==> config.mk <==
export PLATFORM = sky130hd
export DESIGN_NAME = thread_issue_scheduler
export DESIGN_NICKNAME = d
export VERILOG_FILES = /design/src/rtl/thread_issue_scheduler.sv
export SDC_FILE = /design/constraint.sdc
export NUM_CORES = 1
export LEC_CHECK = 0
export BUFFER_PORTS_ARGS = -buffer_cell sky130_fd_sc_hd__buf_4
export CAP_MARGIN = 20
export CELL_PAD_IN_SITES_DETAIL_PLACEMENT = 1
export CELL_PAD_IN_SITES_GLOBAL_PLACEMENT = 2
export CORE_ASPECT_RATIO = 1.75
export CORE_MARGIN = 2
export CORE_UTILIZATION = 36
export DETAILED_ROUTE_END_ITERATION = 6
export PLACE_DENSITY_LB_ADDON = 0.15
export RECOVER_POWER = 50
export SYNTH_ARGS = -nofsm -noshare
export SYNTH_HDL_FRONTEND = slang
export SYNTH_SLANG_ARGS = --single-unit
export TNS_END_PERCENT = 100
==> constraint.sdc <==
create_clock -name clk -period 5.5 [get_ports clk]
set_clock_uncertainty 0.15 [all_clocks]
set_input_delay 1.1 -clock clk [delete_from_list [all_inputs] [get_ports clk]]
set_output_delay 1.1 -clock clk [all_outputs]
set_load 0.1 [all_outputs]
==> src/rtl/thread_issue_scheduler.sv <==
// thread_issue_scheduler
//
// Fine-grained round-robin thread scheduler at the head of the pipeline.
// Each cycle it picks one eligible hardware thread, starting the search just
// after the previously granted thread. It then issues that thread's index and
// PC to fetch on the following cycle. It keeps one PC per thread and enforces
// a minimum re-issue gap per thread. Threads waiting on a load/store stay
// parked until the memory stage wakes them.
//
// Ports:
//   clk                 clock, all state updates on posedge
//   reset               synchronous, active-high reset
//   in_thread_enable    per-thread run enable
//   in_stall            global pipeline stall, freezes issue and gap counters
//   in_block_valid      block thread in_block_thread (load/store seen)
//   in_block_thread     thread to block
//   in_wake_valid       unblock thread in_wake_thread (memory op completed)
//   in_wake_thread      thread to wake
//   in_redirect_valid   overwrite PC of in_redirect_thread
//   in_redirect_thread  thread to redirect
//   in_redirect_pc      new PC
//   out_issue_valid     registered, a thread was issued
//   out_issue_thread    registered issued thread index
//   out_issue_pc        registered PC of the issued thread

module thread_issue_scheduler #(
  parameter int THREAD_INDEX_BITS = 3,
  parameter int PC_WIDTH          = 16,
  parameter int ISSUE_GAP         = 3,
  parameter int RESET_PC          = 0
) (
  input  logic                              clk,
  input  logic                              reset,
  input  logic [(2**THREAD_INDEX_BITS)-1:0] in_thread_enable,
  input  logic                              in_stall,
  input  logic                              in_block_valid,
  input  logic [THREAD_INDEX_BITS-1:0]      in_block_thread,
  input  logic                              in_wake_valid,
  input  logic [THREAD_INDEX_BITS-1:0]      in_wake_thread,
  input  logic                              in_redirect_valid,
  input  logic [THREAD_INDEX_BITS-1:0]      in_redirect_thread,
  input  logic [PC_WIDTH-1:0]               in_redirect_pc,
  output logic                              out_issue_valid,
  output logic [THREAD_INDEX_BITS-1:0]      out_issue_thread,
  output logic [PC_WIDTH-1:0]               out_issue_pc
);

  localparam int NUM_THREADS = 2**THREAD_INDEX_BITS;
  // Counter only has to hold ISSUE_GAP-1; keep at least one bit for ISSUE_GAP=1.
  localparam int GAP_WIDTH = (ISSUE_GAP > 1) ? $clog2(ISSUE_GAP) : 1;
  localparam logic [GAP_WIDTH-1:0] GAP_RELOAD = GAP_WIDTH'(ISSUE_GAP - 1);

  logic [PC_WIDTH-1:0]          pc      [NUM_THREADS];
  logic [GAP_WIDTH-1:0]         gap_cnt [NUM_THREADS];
  logic [NUM_THREADS-1:0]       blocked;
  logic [THREAD_INDEX_BITS-1:0] last_grant;

  logic [NUM_THREADS-1:0]       eligible;
  logic [THREAD_INDEX_BITS-1:0] winner;
  logic [THREAD_INDEX_BITS-1:0] cand;
  logic                         found;
  logic                         issue;

  // A block arriving this cycle masks its thread immediately, before the
  // blocked flag is even registered.
  always_comb begin
    eligible = '0;
    for (int i = 0; i < NUM_THREADS; i++) begin
      eligible[i] = in_thread_enable[i] && !blocked[i] && (gap_cnt[i] == '0) &&
                    !(in_block_valid && (in_block_thread == THREAD_INDEX_BITS'(i)));
    end
  end

  // Round-robin search from last_grant+1; index arithmetic wraps naturally
  // because NUM_THREADS is a power of two.
  always_comb begin
    found  = 1'b0;
    winner = '0;
    cand   = '0;
    for (int k = 1; k <= NUM_THREADS; k++) begin
      cand = last_grant + THREAD_INDEX_BITS'(k);
      if (!found && eligible[cand]) begin
        found  = 1'b1;
        winner = cand;
      end
    end
  end

  assign issue = found && !in_stall;

  always_ff @(posedge clk) begin
    if (reset) begin
      out_issue_valid  <= 1'b0;
      out_issue_thread <= '0;
      out_issue_pc     <= '0;
      last_grant       <= THREAD_INDEX_BITS'(NUM_THREADS - 1);
      blocked          <= '0;
      for (int i = 0; i < NUM_THREADS; i++) begin
        pc[i]      <= PC_WIDTH'(RESET_PC);
        gap_cnt[i] <= '0;
      end
    end else begin
      out_issue_valid <= issue;
      if (issue) begin
        out_issue_thread <= winner;
        out_issue_pc     <= pc[winner];
        last_grant       <= winner;
      end

      for (int i = 0; i < NUM_THREADS; i++) begin
        // Block has priority over a same-cycle wake of the same thread.
        if (in_block_valid && (in_block_thread == THREAD_INDEX_BITS'(i))) begin
          blocked[i] <= 1'b1;
        end else if (in_wake_valid && (in_wake_thread == THREAD_INDEX_BITS'(i))) begin
          blocked[i] <= 1'b0;
        end

        // Redirect beats the post-issue increment; the issue in flight still
        // carries the old PC and is squashed downstream.
        if (in_redirect_valid && (in_redirect_thread == THREAD_INDEX_BITS'(i))) begin
          pc[i] <= in_redirect_pc;
        end else if (issue && (winner == THREAD_INDEX_BITS'(i))) begin
          pc[i] <= pc[i] + PC_WIDTH'(1);
        end

        if (issue && (winner == THREAD_INDEX_BITS'(i))) begin
          gap_cnt[i] <= GAP_RELOAD;
        end else if (!in_stall && (gap_cnt[i] != '0)) begin
          gap_cnt[i] <= gap_cnt[i] - GAP_WIDTH'(1);
        end
      end
    end
  end

endmodule

==> results.md <==
* Antenna Nets Post-Route at 0
* Cell at the root of the clock tree: sky130_fd_sc_hd__clkbuf_16
* Cells traversed along the worst timing path: buf_4, or4b_1, and4b_4, mux4_2, mux2_2, nor2_1, a221oi_1, a311oi_1, or2_0, clkbuf_1, nor4_4, clkbuf_2, a22oi_1, nor2_1
* Global-route wire length before repair at 60,700 um
* H-tree levels at 4
* Gate count after technology mapping at 1,239
* Site row count at slightly below 90
* # hold bufs at CTS at 0
* Final WL at 39,400 um
* Total placed instance area at approximately 0.013 sq mm
* Max-cap violations at 1
* Reported net switching power at roughly 4.4 mW
* PD cells at about 680 mW/mm^2
* Top-level port count at 59
* Arrival @ worst endpoint at approximately 5.2 ns
* Die outline width at around 140 um
* Max clock buf depth at 2
* Count of cells resized by post-cts repair at 0
* Number of buffers inserted during clock tree synthesis at 17
* Final count of pins violating max slew at 50
* Via total after detailed routing at around 9,600
* Overall overflow remaining after global route at 0
* Clk Latency, worst-skew pair at roughly 0.46 ns
* Post-Syn Area at 0.0116 sq mm
* Relative contribution of the clock network to total power at 13.1%
* Worst r2r dst: pc[7][1]$_SDFFCE_PP0P_
* Library cells used by synthesis at 75
* Startpoint class of the critical path: input pin
* Vias in the first global route at a little over 10,000
* Maximum fanout along the worst path at 15
* Relative area change from synthesis to final layout at 10.6%
* Number of nets in the layout at about 1,300
* Worst hold path startpoint: blocked[2]$_SDFFE_PP0P_
* Required time of the critical path at 5.47 ns
* Predominant post-synthesis flop cell: sky130_fd_sc_hd__edfxtp_1
* Hold Crit Class: reg -> reg
* Worst-path clk slew at around 0.07 ns
* Total core area at 0.0320 sq mm
* Worst path top cell family by delay: simple AND/OR/NAND/NOR gates
* Setup Total Neg Slack at 0 ns
* Largest net degree at the start of global routing at 50
* HPWL after detailed placement at between 30,000 and 40,000 um
* Time the worst path needs with I/O delays and setup at around 5.2 ns
* Via density at about 5.7
* Result of the run: complete, but fails checks
* Number of cell instances on the worst register-to-register path at 14
* Initial antenna violation count at 0
* Cell leakage power at around 4.6 nW
* Post-synth EDFFs at 144
* TritonCTS clock tree: done
* Mean instance size in the synthesized netlist at between 9 and 10 sq um
* Number of clock sinks at roughly 180
* Sequential power share at between 20% and 30%
* Share of the yosys chip area belonging to registers at between 40% and 50%
* PnR Total Power at roughly 9 mW
* Drc violations at 0
* Violated checks: capacitance limit, slew limit
* Final Hold Violating Endpoints at 0
* Comb pwr share at 58.1%
* # fillers at roughly 3,700
* Fraction of final layout cells sized beyond drive strength 1 at between 10% and 20%
* Switching fraction of total power at ~51%
* Hold Crit Depth at 2
* Number of DRC markers in iteration 0 at ~460
* Number of synthesis warnings at 0
* Number of setup violations in the final report at 0
* Number of buffers and inverters on the critical path at 3
* Die Outline Area at between 0.03 and 0.04 sq mm
* Global placement routability congestion at 0.908
* Max frequency at between 150 and 200 MHz
* Average wire per standard cell at 23.4 um
* Net Count, Synth at ~1,300
* Critical Path Most Common Cell: sky130_fd_sc_hd__nor2_1
* Final Cycle Share at 94.3%
* Detailed-router iteration count before antenna repair at 4
* Internal cell power at about 4.3 mW
* Number of input and output port buffers inserted at between 50 and 60
* Slowest stage cell on the critical path: sky130_fd_sc_hd__or4b_1
* Kind of end point of the critical path: flip-flop
* Async set-reset flop share out of synthesis at 0%
* Start point of the critical path: in_block_thread[1]
* Post-CTS Setup Repair Bufs at 0
* Initial standard-cell utilization of the core at a little over a third
* Class of the most critical setup path: in -> reg
* Slew HR at -72.2%
* Transition time of the tightest slew-check pin at ~2.6 ns
* Register-to-Register Setup Slack at 0.53 ns
* Y dimension of the die at 242 um
* Overall fraction of global-route tracks in use at a little under a quarter
* Synth Register Bits at between 150 and 200
* ANT cells at 0
* Highest cell delay on the worst timing path at approximately 0.57 ns
* Reg-to-Reg Start: last_grant[1]$_SDFFE_PP1P_
* IR drop worst, VDD at about 0.0005 V
* RSZ-0062 raised after global routing: no
* Hold Crit Endpoint: blocked[2]$_SDFFE_PP0P_
* Post-route cell area at around 0.013 sq mm
-- area by class of cell --
type / instances / area (sq um) / share of cell area (%)
sequential: 175 / 4940 / 38.5
clock inverter: 14 / 96.3 / 0.750
tap: 400 / 500 / 3.90
timing repair buffer: 93 / 646 / 5.02
clock buffer: 18 / 429 / 3.34
inverter: 27 / 101 / 0.789
multi-input combinational: 955 / 6130 / 47.7
-- cells by family after synthesis --
group	share of synthesized area, %
AND/OR/NAND/NOR	20.6
multiplexers	5.66
adder cells (fa/ha/maj)	1.94
flip-flops	42.6
XOR/XNOR	8.59
AO/OA/AOI/OAI	16.4
buffers and inverters	4.27
-- power groups by stage --
stage	logic, mW	clock network, mW	registers (mW)
after floorplan	3.61	0	2.60
after global placement	5.23	0	2.54
after detailed placement	5.32	0	2.55
after CTS	5.34	1.18	2.53
after global routing	5.56	1.22	2.58
final	5.08	1.15	2.52
-- layout by cell type, fill, tap and decap left out, types with 31 or more instances in the layout --
cell type / instances
sky130_fd_sc_hd__a21oi_1: 55
sky130_fd_sc_hd__dfxtp_1: 31
sky130_fd_sc_hd__and3_1: 45
sky130_fd_sc_hd__xor2_1: 55
sky130_fd_sc_hd__a22oi_1: 46
sky130_fd_sc_hd__o21ai_1: 31
sky130_fd_sc_hd__nor2_1: 144
sky130_fd_sc_hd__nand3_1: 49
sky130_fd_sc_hd__buf_4: 55
sky130_fd_sc_hd__xnor2_1: 59
sky130_fd_sc_hd__edfxtp_1: 144
sky130_fd_sc_hd__o21ai_0: 36
sky130_fd_sc_hd__nand2_1: 173
-- cells in the mapped netlist, types with 5 or more instances --
cell,n,share of area (%)
sky130_fd_sc_hd__a211oi_1,27,1.7
sky130_fd_sc_hd__nand2_1,173,5.6
sky130_fd_sc_hd__xnor2_1,59,4.4
sky130_fd_sc_hd__edfxtp_1,144,37
sky130_fd_sc_hd__nand2b_1,7,0.38
sky130_fd_sc_hd__o21ai_0,26,1.1
sky130_fd_sc_hd__a22oi_1,46,3.0
sky130_fd_sc_hd__or3_1,7,0.38
sky130_fd_sc_hd__nand4_1,5,0.27
sky130_fd_sc_hd__and4b_1,6,0.52
sky130_fd_sc_hd__mux2i_1,30,2.6
sky130_fd_sc_hd__xor2_1,55,4.1
sky130_fd_sc_hd__a221o_1,16,1.4
sky130_fd_sc_hd__o21ai_1,32,1.4
sky130_fd_sc_hd__ha_1,18,1.9
sky130_fd_sc_hd__and2_1,5,0.27
sky130_fd_sc_hd__o211ai_1,16,1.0
sky130_fd_sc_hd__nand3_1,49,2.1
sky130_fd_sc_hd__nand4b_1,7,0.53
sky130_fd_sc_hd__buf_2,31,1.3
sky130_fd_sc_hd__dfxtp_1,31,5.3
sky130_fd_sc_hd__and3_1,45,2.4
sky130_fd_sc_hd__buf_4,7,0.45
sky130_fd_sc_hd__nor2_1,145,4.7
sky130_fd_sc_hd__inv_1,25,0.81
sky130_fd_sc_hd__a21oi_1,55,2.4
sky130_fd_sc_hd__o21ai_2,10,0.75
sky130_fd_sc_hd__mux4_2,11,2.1
sky130_fd_sc_hd__clkbuf_1,40,1.3
sky130_fd_sc_hd__nor3_1,22,0.95
sky130_fd_sc_hd__a32o_1,16,1.4
-- flip-flops by register name, summed over array words and instances, names as in the netlist --
signal / flops
gap_cnt: 16
blocked: 8
pc: 128
last_grant: 3
out_issue_pc: 16
out_issue_thread: 3
out_issue_valid: 1
-- tightest hold or removal path: stages (launching register included) --
cell and delay, ns:
sky130_fd_sc_hd__dfxtp_1 0.32, sky130_fd_sc_hd__o31ai_1 0.06, sky130_fd_sc_hd__a21oi_1 0.06
-- worst max path at each step --
stage	to	depth (start not counted)
floorplan	pc[3][0]$_SDFFCE_PN0P_	14
global route	pc[3][2]$_SDFFCE_PN0P_	12
global placement	pc[3][14]$_SDFFCE_PN0P_	12
finish	pc[2][15]$_SDFFCE_PN0P_	14
detailed placement	pc[3][2]$_SDFFCE_PN0P_	12
CTS	pc[3][2]$_SDFFCE_PN0P_	12
-- per-stage QoR --
| step | setup slack, ns | hold slack, ns | util [%] | std cells |
|---|---|---|---|---|
| 2_1_floorplan | 0.221 | 0.300 | - | 1239 |
| 3_3_place_gp | 0.161 | 0.310 | 39.2 | 1649 |
| 3_5_place_dp | 0.0338 | 0.323 | 39.2 | 1649 |
| 4_1_cts | 0.523 | 0.334 | 40.8 | 1681 |
| 5_1_grt | 0.160 | 0.354 | 40.1 | 1682 |
| 6_report | 0.316 | 0.331 | 40.1 | 1682 |
-- routing by layer --
| metal | routed length (um) | up-vias | global-route usage (%) |
|---|---|---|---|
| met5 | 0 | - | 0 |
| met1 | 14200 | 4766 | 23.9 |
| li1 | - | 4603 | - |
| met2 | 22600 | 142 | 46.3 |
| met4 | 1760 | 0 | 10.9 |
| met3 | 838 | 67 | 3.35 |
No activity file was read; power rests on OpenSTA's default activity.
